--- src/rtl/frame_strobe_gen_pkg.sv ---
// Shared types and helpers for the frame strobe generator.
//   state_e  : controller FSM states
//   width_of : bit width needed to index n values (never below 1)
package frame_strobe_gen_pkg;

  typedef enum logic [1:0] {
    StIdle,
    StLoad,
    StStrobe,
    StGap
  } state_e;

  function automatic int unsigned width_of(int unsigned n);
    return (n <= 1) ? 1 : $clog2(n);
  endfunction

endpackage

--- src/rtl/frame_strobe_gen_if.sv ---
// Frame-write beat stream (valid/ready).
//   s_valid : beat valid (master -> slave)
//   s_ready : beat accepted when s_valid & s_ready (slave -> master)
//   s_data  : row word, row 0 first
//   s_addr  : frame index, only meaningful on beat 0
interface frame_strobe_gen_if #(
  parameter int unsigned DataWidth = 32,
  parameter int unsigned AddrWidth = 5
) ();

  logic                 s_valid;
  logic                 s_ready;
  logic [DataWidth-1:0] s_data;
  logic [AddrWidth-1:0] s_addr;

  modport master (output s_valid, output s_data, output s_addr, input s_ready);
  modport slave  (input s_valid, input s_data, input s_addr, output s_ready);

endinterface

--- src/rtl/frame_strobe_decode.sv ---
// Registered one-hot FrameStrobe decoder with range check.
//   clk_i    : clock
//   rst_ni   : synchronous active-low reset
//   en_i     : strobe is wanted in the next cycle
//   first_i  : next cycle is the first strobe cycle of a frame
//   addr_i   : frame index to decode
//   strobe_o : registered one-hot strobe (all zero when disabled or out of range)
//   err_o    : registered one-cycle pulse for an out-of-range index
module frame_strobe_decode #(
  parameter int unsigned MaxFramesPerCol = 20,
  parameter int unsigned AddrWidth       = 5
) (
  input  logic                       clk_i,
  input  logic                       rst_ni,
  input  logic                       en_i,
  input  logic                       first_i,
  input  logic [AddrWidth-1:0]       addr_i,
  output logic [MaxFramesPerCol-1:0] strobe_o,
  output logic                       err_o
);

  logic                       in_range;
  logic [MaxFramesPerCol-1:0] strobe_d;
  logic                       err_d;

  assign in_range = (32'(addr_i) < MaxFramesPerCol);

  always_comb begin
    strobe_d = '0;
    if (en_i && in_range) begin
      strobe_d[addr_i] = 1'b1;
    end
    err_d = first_i & ~in_range;
  end

  always_ff @(posedge clk_i) begin
    if (!rst_ni) begin
      strobe_o <= '0;
      err_o    <= 1'b0;
    end else begin
      strobe_o <= strobe_d;
      err_o    <= err_d;
    end
  end

endmodule

--- src/rtl/frame_strobe_gen.sv ---
// Column configuration feeder: assembles NumRows beats into one frame, then
// pulses one FrameStrobe line for StrobeCycles cycles with FrameData stable,
// followed by a single dead (GAP) cycle before the next frame is accepted.
//   UserCLK     : clock, rising edge
//   resetn      : synchronous active-low reset
//   s_if        : beat stream (slave side)
//   FrameData   : row r at [r*FrameBitsPerRow +: FrameBitsPerRow]
//   FrameStrobe : one-hot strobe or all zero
//   busy        : controller not idle
//   err         : one-cycle pulse when the latched frame index is out of range
module frame_strobe_gen
  import frame_strobe_gen_pkg::*;
#(
  parameter int unsigned MaxFramesPerCol = 20,
  parameter int unsigned FrameBitsPerRow = 32,
  parameter int unsigned NumRows         = 2,
  parameter int unsigned StrobeCycles    = 2
) (
  input  logic                               UserCLK,
  input  logic                               resetn,
  frame_strobe_gen_if.slave                  s_if,
  output logic [NumRows*FrameBitsPerRow-1:0] FrameData,
  output logic [MaxFramesPerCol-1:0]         FrameStrobe,
  output logic                               busy,
  output logic                               err
);

  localparam int unsigned AddrWidth = width_of(MaxFramesPerCol);
  localparam int unsigned BeatWidth = width_of(NumRows + 1);
  localparam int unsigned StrbWidth = width_of(StrobeCycles + 1);

  localparam logic [BeatWidth-1:0] LastBeat = BeatWidth'(NumRows - 1);
  localparam logic [StrbWidth-1:0] StrbLoad = StrbWidth'(StrobeCycles);
  localparam logic [StrbWidth-1:0] StrbOne  = StrbWidth'(1);

  state_e                     state_q;
  logic [BeatWidth-1:0]       beat_cnt_q;
  logic [StrbWidth-1:0]       strb_cnt_q;
  logic [AddrWidth-1:0]       addr_q;
  logic [FrameBitsPerRow-1:0] rows_q [NumRows];

  logic                 loading;
  logic                 accept;
  logic                 last_beat;
  logic                 strobe_en;
  logic [AddrWidth-1:0] frame_addr;

  assign loading = (state_q == StIdle) || (state_q == StLoad);
  // Gated with resetn so the stream is never offered a ready while held in reset.
  assign s_if.s_ready = resetn & loading;
  assign accept       = s_if.s_valid & s_if.s_ready;
  assign last_beat    = accept && (beat_cnt_q == LastBeat);
  assign busy         = (state_q != StIdle);

  // A single-row frame completes on beat 0, before addr_q has been written.
  assign frame_addr = (state_q == StIdle) ? s_if.s_addr : addr_q;

  // Decoder output is registered, so request the strobe for the coming cycle.
  assign strobe_en = last_beat || ((state_q == StStrobe) && (strb_cnt_q != StrbOne));

  always_ff @(posedge UserCLK) begin
    if (!resetn) begin
      state_q    <= StIdle;
      beat_cnt_q <= '0;
      strb_cnt_q <= '0;
      addr_q     <= '0;
      for (int r = 0; r < NumRows; r++) begin
        rows_q[r] <= '0;
      end
    end else begin
      for (int r = 0; r < NumRows; r++) begin
        if (accept && (beat_cnt_q == BeatWidth'(r))) begin
          rows_q[r] <= s_if.s_data;
        end
      end
      unique case (state_q)
        StIdle, StLoad: begin
          if (accept) begin
            if (state_q == StIdle) begin
              addr_q <= s_if.s_addr;
            end
            if (last_beat) begin
              state_q    <= StStrobe;
              strb_cnt_q <= StrbLoad;
              beat_cnt_q <= '0;
            end else begin
              state_q    <= StLoad;
              beat_cnt_q <= beat_cnt_q + 1'b1;
            end
          end
        end
        StStrobe: begin
          if (strb_cnt_q == StrbOne) begin
            state_q <= StGap;
          end else begin
            strb_cnt_q <= strb_cnt_q - 1'b1;
          end
        end
        StGap: begin
          state_q <= StIdle;
        end
        default: begin
          state_q <= StIdle;
        end
      endcase
    end
  end

  always_comb begin
    FrameData = '0;
    for (int r = 0; r < NumRows; r++) begin
      FrameData[r*FrameBitsPerRow +: FrameBitsPerRow] = rows_q[r];
    end
  end

  frame_strobe_decode #(
    .MaxFramesPerCol (MaxFramesPerCol),
    .AddrWidth       (AddrWidth)
  ) u_decode (
    .clk_i    (UserCLK),
    .rst_ni   (resetn),
    .en_i     (strobe_en),
    .first_i  (last_beat),
    .addr_i   (frame_addr),
    .strobe_o (FrameStrobe),
    .err_o    (err)
  );

endmodule

--- src/flat_wrapper.sv ---
// flat-port wrapper written by rule: the top's interface ports become plain ports
module frame_strobe_gen_flat import frame_strobe_gen_pkg::*;
#(
  parameter int unsigned MaxFramesPerCol = 20,
  parameter int unsigned FrameBitsPerRow = 32,
  parameter int unsigned NumRows         = 2,
  parameter int unsigned StrobeCycles    = 2
)
  (UserCLK, resetn, FrameData, FrameStrobe, busy, err, s_if_s_valid, s_if_s_data, s_if_s_addr, s_if_s_ready);
  frame_strobe_gen_if #(.DataWidth(32), .AddrWidth(5)) s_if_i ();
  input  logic UserCLK;
  input  logic resetn;
  output logic [NumRows*FrameBitsPerRow-1:0] FrameData;
  output logic [MaxFramesPerCol-1:0] FrameStrobe;
  output logic busy;
  output logic err;
  input wire logic [$bits(s_if_i.s_valid)-1:0] s_if_s_valid;
  input wire logic [$bits(s_if_i.s_data)-1:0] s_if_s_data;
  input wire logic [$bits(s_if_i.s_addr)-1:0] s_if_s_addr;
  output wire logic [$bits(s_if_i.s_ready)-1:0] s_if_s_ready;
  assign s_if_i.s_valid = s_if_s_valid;
  assign s_if_i.s_data = s_if_s_data;
  assign s_if_i.s_addr = s_if_s_addr;
  assign s_if_s_ready = s_if_i.s_ready;
  frame_strobe_gen #(.MaxFramesPerCol(MaxFramesPerCol), .FrameBitsPerRow(FrameBitsPerRow), .NumRows(NumRows), .StrobeCycles(StrobeCycles)) u_core (.UserCLK(UserCLK), .resetn(resetn), .s_if(s_if_i), .FrameData(FrameData), .FrameStrobe(FrameStrobe), .busy(busy), .err(err));
endmodule
--- config.mk ---
export PLATFORM = sky130hd
export DESIGN_NAME = frame_strobe_gen_flat
export DESIGN_NICKNAME = d
export VERILOG_FILES = /design/src/rtl/frame_strobe_gen_pkg.sv /design/src/rtl/frame_strobe_gen_if.sv /design/src/rtl/frame_strobe_decode.sv /design/src/rtl/frame_strobe_gen.sv /design/src/flat_wrapper.sv
export SDC_FILE = /design/constraint.sdc
export NUM_CORES = 1
export LEC_CHECK = 0
export ABC_CLOCK_PERIOD_IN_PS = 9400
export CAP_MARGIN = 20
export CORE_AREA = 8 8 90 113
export CTS_CLUSTER_DIAMETER = 200
export DETAILED_ROUTE_END_ITERATION = 8
export DIE_AREA = 0 0 98 121
export PLACE_DENSITY = 0.73
export SLEW_MARGIN = 30
export SYNTH_ARGS = -nofsm -noshare
export SYNTH_HDL_FRONTEND = slang
export SYNTH_HIERARCHICAL = 1
export SYNTH_SLANG_ARGS = --single-unit
--- constraint.sdc ---
create_clock -name UserCLK -period 9.4 [get_ports UserCLK]
set_clock_uncertainty 0.15 [all_clocks]
set_input_delay 2.35 -clock UserCLK [delete_from_list [all_inputs] [get_ports UserCLK]]
set_output_delay 2.35 -clock UserCLK [all_outputs]
set_load 0.02 [all_outputs]
Word-level counts from Yosys, hierarchy flattened
Memories as Yosys holds them, arrays and structs flattened.
Index checks and enable logic that the tools add are counted.
W data, S select, Z words.
{"block": "totals", "register_bits": 32, "ramBits": 64, "inputBits": 40, "out_inout_bits": 87, "wordCells": 65, "mem_count": 1}
{"name": "u_core.rows_q", "words": 2, "word_bits": 32, "rd": 2, "rd_clocked_by_memory_dff": 0, "write_ports": 2, "line_no": "frame_strobe_gen.sv:40", "source": "logic [FrameBitsPerRow-1:0] rows_q [NumRows];"}
{"block": "classes", "addsub": 2, "n_lt_le_gt_ge": 3, "eq_ne": 10, "mux": 21, "n_bitwise": 6, "n_reduce_logical": 16}
{"operator": "$mux W32", "n": 2}
{"operator": "$mux W2", "n": 7}
{"operator": "$mux W1", "n": 8}
{"operator": "$eq A2 B1 Y1 const B", "n": 3}
{"operator": "$lt A5 B6 Y1 const B", "n": 1}
{"operator": "$ne A2 B1 Y1 const B", "n": 3}
{"operator": "$pmux W2 S3", "n": 1}
{"operator": "$reduce_and A2 Y1", "n": 3}
{"operator": "$demux W1 S5", "n": 1}
{"operator": "$ge A5 B1 Y1 const B", "n": 1}
{"operator": "$logic_and A1 B1 Y1", "n": 5}
{"operator": "$lt A5 B5 Y1 const B", "n": 1}
{"operator": "$mux W5", "n": 1}
{"operator": "$eq A2 B2 Y1 const B", "n": 2}
{"operator": "$logic_not A2 Y1", "n": 2}
{"operator": "$ne A2 B2 Y1 const B", "n": 2}
{"operator": "$pmux W2 S2", "n": 1}
{"operator": "$reduce_and A4 Y1", "n": 1}
{"operator": "$reduce_bool A2 Y1", "n": 2}
{"operator": "$and A1 B1 Y1", "n": 3}
{"operator": "$add A2 B1 Y2 const B", "n": 1}
{"operator": "$logic_or A1 B1 Y1", "n": 2}
{"operator": "$or A1 B1 Y1", "n": 2}
{"operator": "$reduce_or A2 Y1", "n": 1}
{"operator": "2 further kinds", "n": 2}

Depth between registers and ports, before layout
Gate-level depths: netlist (run 1).
{"block": "logic_depth", "word_depth": 9, "depth_mapped": 6, "ltp_nobuf": 6}

Modules after synthesis
The synthesis (run 1) kept the hierarchy.
{"mod": "frame_strobe_gen", "instances": 1, "cells_per_inst": 161, "area_each_um2": 2688.8, "seq_area_each_um2": 2142.1}
{"mod": "frame_strobe_decode", "instances": 1, "cells_per_inst": 51, "area_each_um2": 581.8, "seq_area_each_um2": 420.4}

Least setup slack after synthesis (run 1)
No wires, ideal clock.
{"block": "synth_path", "path_kind": "input-to-reg", "from": "input port s_if_s_valid", "to": "memory u_core.rows_q[0][0], enable pin", "setup_time_ns": 0.466, "t_arrival_ns": 4.943, "required_time_ns": 8.784, "path_slack_ns": 3.842, "cell_stages": 3, "n_path_buf": 0, "path_cell_list": "and4bb_2 -> inv_1 -> o21ai_0"}
{"item": "from (decl)", "line_no": "flat_wrapper.sv:17", "source": "input wire logic [$bits(s_if_i.s_valid)-1:0] s_if_s_valid;"}
{"item": "to (decl)", "line_no": "frame_strobe_gen.sv:40"}

Worst setup path after layout (run 1)
{"block": "layout_path", "from": "input port resetn", "to": "output port s_if_s_ready"}
{"block": "layout_via", "elab_chain_cells": 1}
{"item": "from (decl)", "line_no": "flat_wrapper.sv:12", "source": "input logic resetn;"}
{"item": "$and A1 B1 Y1", "line_no": "frame_strobe_gen.sv:50", "source": "assign s_if.s_ready = resetn & loading;"}
{"item": "to (decl)", "line_no": "flat_wrapper.sv:20", "source": "output wire logic [$bits(s_if_i.s_ready)-1:0] s_if_s_ready;"}
Every way passes these cells.

==> metrics.md, run 1 <==
| Metric | Value |
|---|---|
| Hold EP | u_core/addr_q[1] |
| Worst hold stages | 2 |
| Worst-Margin Slew | 708 ps |
| I/O Buffers | 126 |
| Status | completed |
| R2r worst-path depth | 4 |
| Most common cell after layout, fill and taps aside | clkdlybuf4s50_1 |
| Worst path top cell family by delay | buffers and inverters |
| CP peak stage delay | 930 ps |
| Fraction of layout cells with a size suffix above 1 | 0.0769 |
| Critical path buffers and inverters | 2 |
| WS Path Type | input port to output pin |
| Vias/cell | 4.62 |
| Rows | 38 |
| # setup viols final | 0 |
| #FFs+latches synth | 96 |
| Max frequency | 0.151 GHz |
| Total wire length | 7740 um |
| CP cell instances | clkdlybuf4s50_1 > and2b_1 > clkdlybuf4s50_1 |
| Gpl congestion | 0.747 |
| Drt initial violations | 93 |
| Post-Synthesis Mean Instance Area | 15.4 um2 |
| DIE HEIGHT | 121 um |
| Arr. time, crit path | 4130 ps |
| CP Capture Type | output pin |
| Gr usage total | 0.130 |
| Worst-path clk slew | 90 ps |
| R2R Path End | u_core/rows_q[0][8] |
| Slew HR | 0.527 |
| Crit-path slowest cell | clkdlybuf4s50_1 |
| Root Buffer | clkbuf_8 |
| Io pins | 127 |
| Synth warn | 6 |
| Worst Setup Start Kind | input port |
| TritonCTS clock tree | built |
| R2R Setup Slk | 6910 ps |
| Vias in the first global route | 2081 |
| VDD IR-drop max | 0.0930 mV |
| Initial cell density of the core | 0.389 |
| Overflow after GRT | 0 |
| Die X | 98 um |
| Worst r2r src | u_core/state_q[1] |
| Most frequent cells in the layout | clkdlybuf4s50_1, edfxtp_1, and2_1, dfxtp_1, nor2_1 |
| Mapped Cells | 212 |
| Post-DP HPWL | 5760 um |
| Beginning of the worst hold path | u_core/addr_q[1] |
| Initial antenna violation count | 0 |
| Cell Area, Placed | 4680 um2 |
| Hold Buf Count CTS | 0 |
| Sinks on Clock Net | 96 |
| Final hold violation count | 0 |
| CP max FO | 20 |
| Total power | 0.841 mW |
| Max_cap viols | 0 |
| Min-delay worst type | register to register |
| Finished layout cell area | 4840 um2 |
| CP most frequent cell | clkdlybuf4s50_1 |
| RSZ-0062 raised after global routing | false |
| Core Box Area | 8420 um2 |
| Period minus WS final | 6630 ps |
| Syn nets | 253 |
| Final-report max-slew violation count | 0 |
| # resized after CTS | 0 |
| Mapped Area | 3270 um2 |
| Post-CTS setup buffers | 0 |
| Synthesis-to-finish area growth | 48.1% |
| Clk Latency, worst-skew pair | 350 ps |
| Leakage | 1.77 nW |
| Final ANT Viol Nets | 0 |
| Die area | 11900 um2 |
| Vias | 2084 |
| Setup tns final | 0 ps |
| TritonRoute pass-1 iters | 4 |
| Largest net degree at the start of global routing | 34 |
| P per Cell Area | 174 nW/um2 |
| Sequential share of the synthesized area | 0.783 |
| DR WL/cell | 17.2 um |
| Diodes inserted | 0 |
| Cell variety after synth | 33 |
| TritonCTS Buffers | 9 |
| First-pass GRT wire length | 11600 um |
| H-tree levels | 3 |
| Clock tree buffer depth | 2 |
| CP Data Required Time | 6900 ps |
| Final #Nets | 387 |
| Number of remaining DRC errors | 0 |
| Final period util | 0.706 |
synthesized netlist by cell type:
library cell,n,area share
o21ai_0,8,0.012
inv_1,4,0.0046
o22ai_1,1,0.0019
xnor2_1,1,0.0027
nand3b_4,1,0.0061
o2111ai_1,1,0.0027
inv_2,1,0.0011
edfxtp_1,64,0.59
nor2_1,22,0.025
and4bb_2,2,0.0076
or2b_1,1,0.0023
and3_1,1,0.0019
clkbuf_2,3,0.0046
or3_1,1,0.0019
buf_2,1,0.0015
nand4bb_1,1,0.0034
o2111a_1,1,0.0034
clkbuf_1,1,0.0011
o31ai_1,1,0.0023
nand4b_1,2,0.0054
nand4_1,1,0.0019
nand3b_1,1,0.0023
a31oi_1,1,0.0019
dfxtp_1,32,0.20
or3b_4,1,0.0034
or3b_1,3,0.0080
mux2_2,5,0.017
or3_4,1,0.0034
and2_1,32,0.061
nand2_1,13,0.015
and2b_1,2,0.0046
ha_1,1,0.0038
a21oi_1,1,0.0015
metrics by stage:
step                worst slack, ps  utilization  hold slack, ps  instances
floorplan                      3840            -             283        212
global placement               2800        0.553             293        434
detailed placement             2780        0.556             311        435
CTS                            2770        0.576             324        451
global route                   2690        0.576             342        451
finish                         2770        0.576             317        451
logic make-up after synthesis:
group / count (synthesis) / share of synthesized area
buffers and inverters: 10 / 0.0130
flip-flops: 96 / 0.783
adder cells (fa/ha/maj): 1 / 0.00382
AND/OR/NAND/NOR: 85 / 0.154
multiplexers: 5 / 0.0172
AO/OA/AOI/OAI: 14 / 0.0260
XOR/XNOR: 1 / 0.00268
state kept, by name (all words and copies together) (netlist names):
name,cells
u_core/beat_cnt_q,2
u_core/u_decode/strobe_o,20
u_core/rows_q,64
u_core/strb_cnt_q,2
u_core/u_decode/err_o,1
u_core/state_q,2
u_core/addr_q,5
worst max-delay path by stage:
stage / cells after the start / endpoint / slack, ps / start
after floorplan: 3 / u_core/rows_q[0][0] / 3840 / s_if_s_valid
after global placement: 3 / s_if_s_ready / 2800 / resetn
after detailed placement: 3 / s_if_s_ready / 2780 / resetn
after CTS: 3 / s_if_s_ready / 2770 / resetn
after global routing: 3 / s_if_s_ready / 2690 / resetn
final: 3 / s_if_s_ready / 2770 / resetn
layer usage:
metal | vias to the layer above | share of wire | track usage
met5 | - | 0 | 0
met4 | 0 | 0.032 | 0.0831
met3 | 16 | 0.073 | 0.0499
met2 | 79 | 0.52 | 0.223
met1 | 970 | 0.38 | 0.131
li1 | 1019 | - | -
final cells by class:
type / count / area, um2
Clock buffer: 10 / 128
Timing Repair Buffer: 128 / 1300
Clock inverter: 6 / 36.3
Sequential cell: 96 / 2560
Fill cell: 685 / 3570
Multi-Input combinational cell: 106 / 677
Tap cell: 100 / 125
Inverter: 5 / 18.8
worst min-delay path: cells and delay by family (launching register included):
family | cells | cell delay [ps]
flip-flops | 1 | 320
AND/OR/NAND/NOR | 1 | 50
AO/OA/AOI/OAI | 1 | 60
power breakdown:
part | internal [mW] | switching [mW]
clock network | 0.0944 | 0.133
logic | 0.0630 | 0.0659
registers | 0.477 | 0.00804
Note: power is estimated with default switching activity, not from simulation.
==> inputs of run 2 (changes only) <==
--- a/config.mk
+++ b/config.mk
@@ -5,13 +5,13 @@
 export SDC_FILE = /design/constraint.sdc
 export NUM_CORES = 1
 export LEC_CHECK = 0
-export ABC_CLOCK_PERIOD_IN_PS = 9400
+export ABC_CLOCK_PERIOD_IN_PS = 5900
 export CAP_MARGIN = 20
-export CORE_AREA = 8 8 90 113
+export CORE_AREA = 8 8 91 114
 export CTS_CLUSTER_DIAMETER = 200
 export DETAILED_ROUTE_END_ITERATION = 8
-export DIE_AREA = 0 0 98 121
-export PLACE_DENSITY = 0.73
+export DIE_AREA = 0 0 99 122
+export PLACE_DENSITY = 0.74
 export SLEW_MARGIN = 30
 export SYNTH_ARGS = -nofsm -noshare
 export SYNTH_HDL_FRONTEND = slang
==> constraint.sdc (replaced) <==
create_clock -name UserCLK -period 5.9 [get_ports UserCLK]
set_clock_uncertainty 0.15 [all_clocks]
set_input_delay 1.475 -clock UserCLK [delete_from_list [all_inputs] [get_ports UserCLK]]
set_output_delay 1.475 -clock UserCLK [all_outputs]
set_load 0.02 [all_outputs]
==> metrics.md, run 2 (synthesized netlist as in run 1, its figures left out) <==
| Metric | Value |
|---|---|
| Vias/cell | 4.67 (was 4.62) |
| Die X | 99 um (was 98 um) |
| H-tree levels | 3 (unchanged) |
| Total power | 1.34 mW (was 0.841 mW) |
| Final #Nets | 388 (was 387) |
| CP max FO | 20 (unchanged) |
| Post-CTS setup buffers | 0 (unchanged) |
| Max reg flops | 64 (unchanged) |
| DR WL/cell | 16.9 um (was 17.2 um) |
| TritonRoute pass-1 iters | 4 (unchanged) |
| Initial cell density of the core | 0.384 (was 0.389) |
| Clock tree buffer depth | 2 (unchanged) |
| Total wire length | 7630 um (was 7740 um) |
| TritonCTS clock tree | built (unchanged) |
| Hold Buf Count CTS | 0 (unchanged) |
| Leakage | 1.77 nW (about the same) |
| Worst slack at placement | 1340 ps (was 2780 ps) |
| Status | completed (unchanged) |
| Fin cells | 452 (was 451) |
| Period minus WS final | 4570 ps |
| VDD IR-drop max | 0.134 mV (was 0.0930 mV) |
| Number of remaining DRC errors | 0 (unchanged) |
| # resized after CTS | 0 (unchanged) |
| Max frequency | 0.219 GHz |
| Final ANT Viol Nets | 0 (unchanged) |
| RSZ-0062 raised after global routing | false (unchanged) |
| Overflow after GRT | 0 (unchanged) |
| Setup tns final | 0 ps (unchanged) |
| P per Cell Area | 277 nW/um2 (was 174 nW/um2) |
| Final hold violation count | 0 (unchanged) |
| Post-layout util | 0.567 (was 0.576) |
| Rows | 38 (unchanged) |
| Worst-Margin Slew | 579 ps (was 708 ps) |
| Gr usage total | 0.125 (was 0.130) |
| R2r worst-path depth | 4 (unchanged) |
| Most common cell after layout, fill and taps aside | clkdlybuf4s50_1 (unchanged) |
| WS Path Type | input port to output pin (unchanged) |
| Gpl congestion | 0.763 (was 0.747) |
| Final-report max-slew violation count | 0 (unchanged) |
| Largest Register | u_core/rows_q (unchanged) |
| Root Buffer | clkbuf_8 (unchanged) |
| Synthesis-to-finish area growth | 47.7% (was 48.1%) |
| DIE HEIGHT | 122 um (was 121 um) |
| Placed Cells | 436 (was 435) |
| First-pass GRT wire length | 11600 um (about the same) |
| CP Capture Type | output pin (unchanged) |
| Post-DP HPWL | 5720 um (was 5760 um) |
| Max_cap viols | 0 (unchanged) |
| Clk Latency, worst-skew pair | 350 ps (about the same) |
| Core Box Area | 8510 um2 (was 8420 um2) |
| Vias in the first global route | 2159 (was 2081) |
| Min-delay worst type | register to register (unchanged) |
| TritonCTS Buffers | 9 (unchanged) |
| Initial antenna violation count | 0 (unchanged) |
| Slew HR | 0.614 (was 0.527) |
| Vias | 2110 (was 2084) |
| Most frequent cells in the layout | clkdlybuf4s50_1, edfxtp_1, and2_1, dfxtp_1, nor2_1 (unchanged) |
| Top flop regs | u_core/rows_q (64), u_core/u_decode/strobe_o (20), u_core/addr_q (5) (unchanged) |
| Worst Setup Start Kind | input port (unchanged) |
| I/O Buffers | 126 (unchanged) |
| Worst hold stages | 2 (unchanged) |
| Die area | 12100 um2 (was 11900 um2) |
| Drt initial violations | 76 (was 93) |
| PnR worst setup slack | 1330 ps (was 2770 ps) |
| Io pins | 127 (unchanged) |
| Diodes inserted | 0 (unchanged) |
| Final period util | 0.775 |
| Largest net degree at the start of global routing | 34 (unchanged) |
| # setup viols final | 0 (unchanged) |
| Sinks on Clock Net | 96 (unchanged) |
| Arr. time, crit path | 2950 ps (was 4130 ps) |
| Filler cell count | 672 (was 685) |
| CP Data Required Time | 4280 ps (was 6900 ps) |
| Fraction of layout cells with a size suffix above 1 | 0.0824 (was 0.0769) |
| Worst-path clk slew | 80 ps (was 90 ps) |
[run 2: cell types whose count changed in the layout (fill, tap and decap cells not counted)]
cell        delta
clkinvlp_4     -1
buf_4          +2
clkinv_2       +2
clkbuf_1       -1
buf_16         -1
[run 2: metal layers]
layer,track usage,part of all wire,up-vias
li1,-,-,1022
met1,0.128,0.39,1000
met2,0.222,0.51,76
met3,0.0354,0.070,12
met4,0.0770,0.023,0
met5,0,0,-
[run 2: cell type report]
type	instances	area [um2]	area share
well taps	100	125	0.0259
repair buffers	129	1280	0.266
inverters	5	18.8	0.00389
clock buffers	9	124	0.0256
clock inverters	7	38.8	0.00803
multi-input cells	106	677	0.140
flip-flops and latches	96	2560	0.531
[run 2: worst paths after layout]
path / start / endpoint / slack, ps
worst min-delay path: u_core/addr_q[0] / u_core/addr_q[0] / 310
worst max-delay path: resetn / s_if_s_ready / 1330
worst min register to register: u_core/addr_q[0] / u_core/addr_q[0] / 310
worst max register to register: u_core/state_q[1] / u_core/rows_q[0][0] / 3370
[run 2: per-stage QoR]
step           cell area (um2)  hold slack, ps
4_1_cts                   4830             316
6_report                  4830             310
2_1_floorplan             3270             283
3_5_place_dp              4670             299
5_1_grt                   4830             344
3_3_place_gp              4670             293
[run 2: worst max-delay path, cell delays in order]
cell,delay [ps]
clkdlybuf4s50_1,450
buf_4,220
and2b_1,180
clkdlybuf4s50_1,610
[run 2: where the power goes]
group / switching, mW / internal (mW) / leakage, nW / total [mW]
registers: 0.0133 / 0.760 / 0.928 / 0.773
logic: 0.103 / 0.0988 / 0.759 / 0.202
clock network: 0.214 / 0.149 / 0.0838 / 0.363
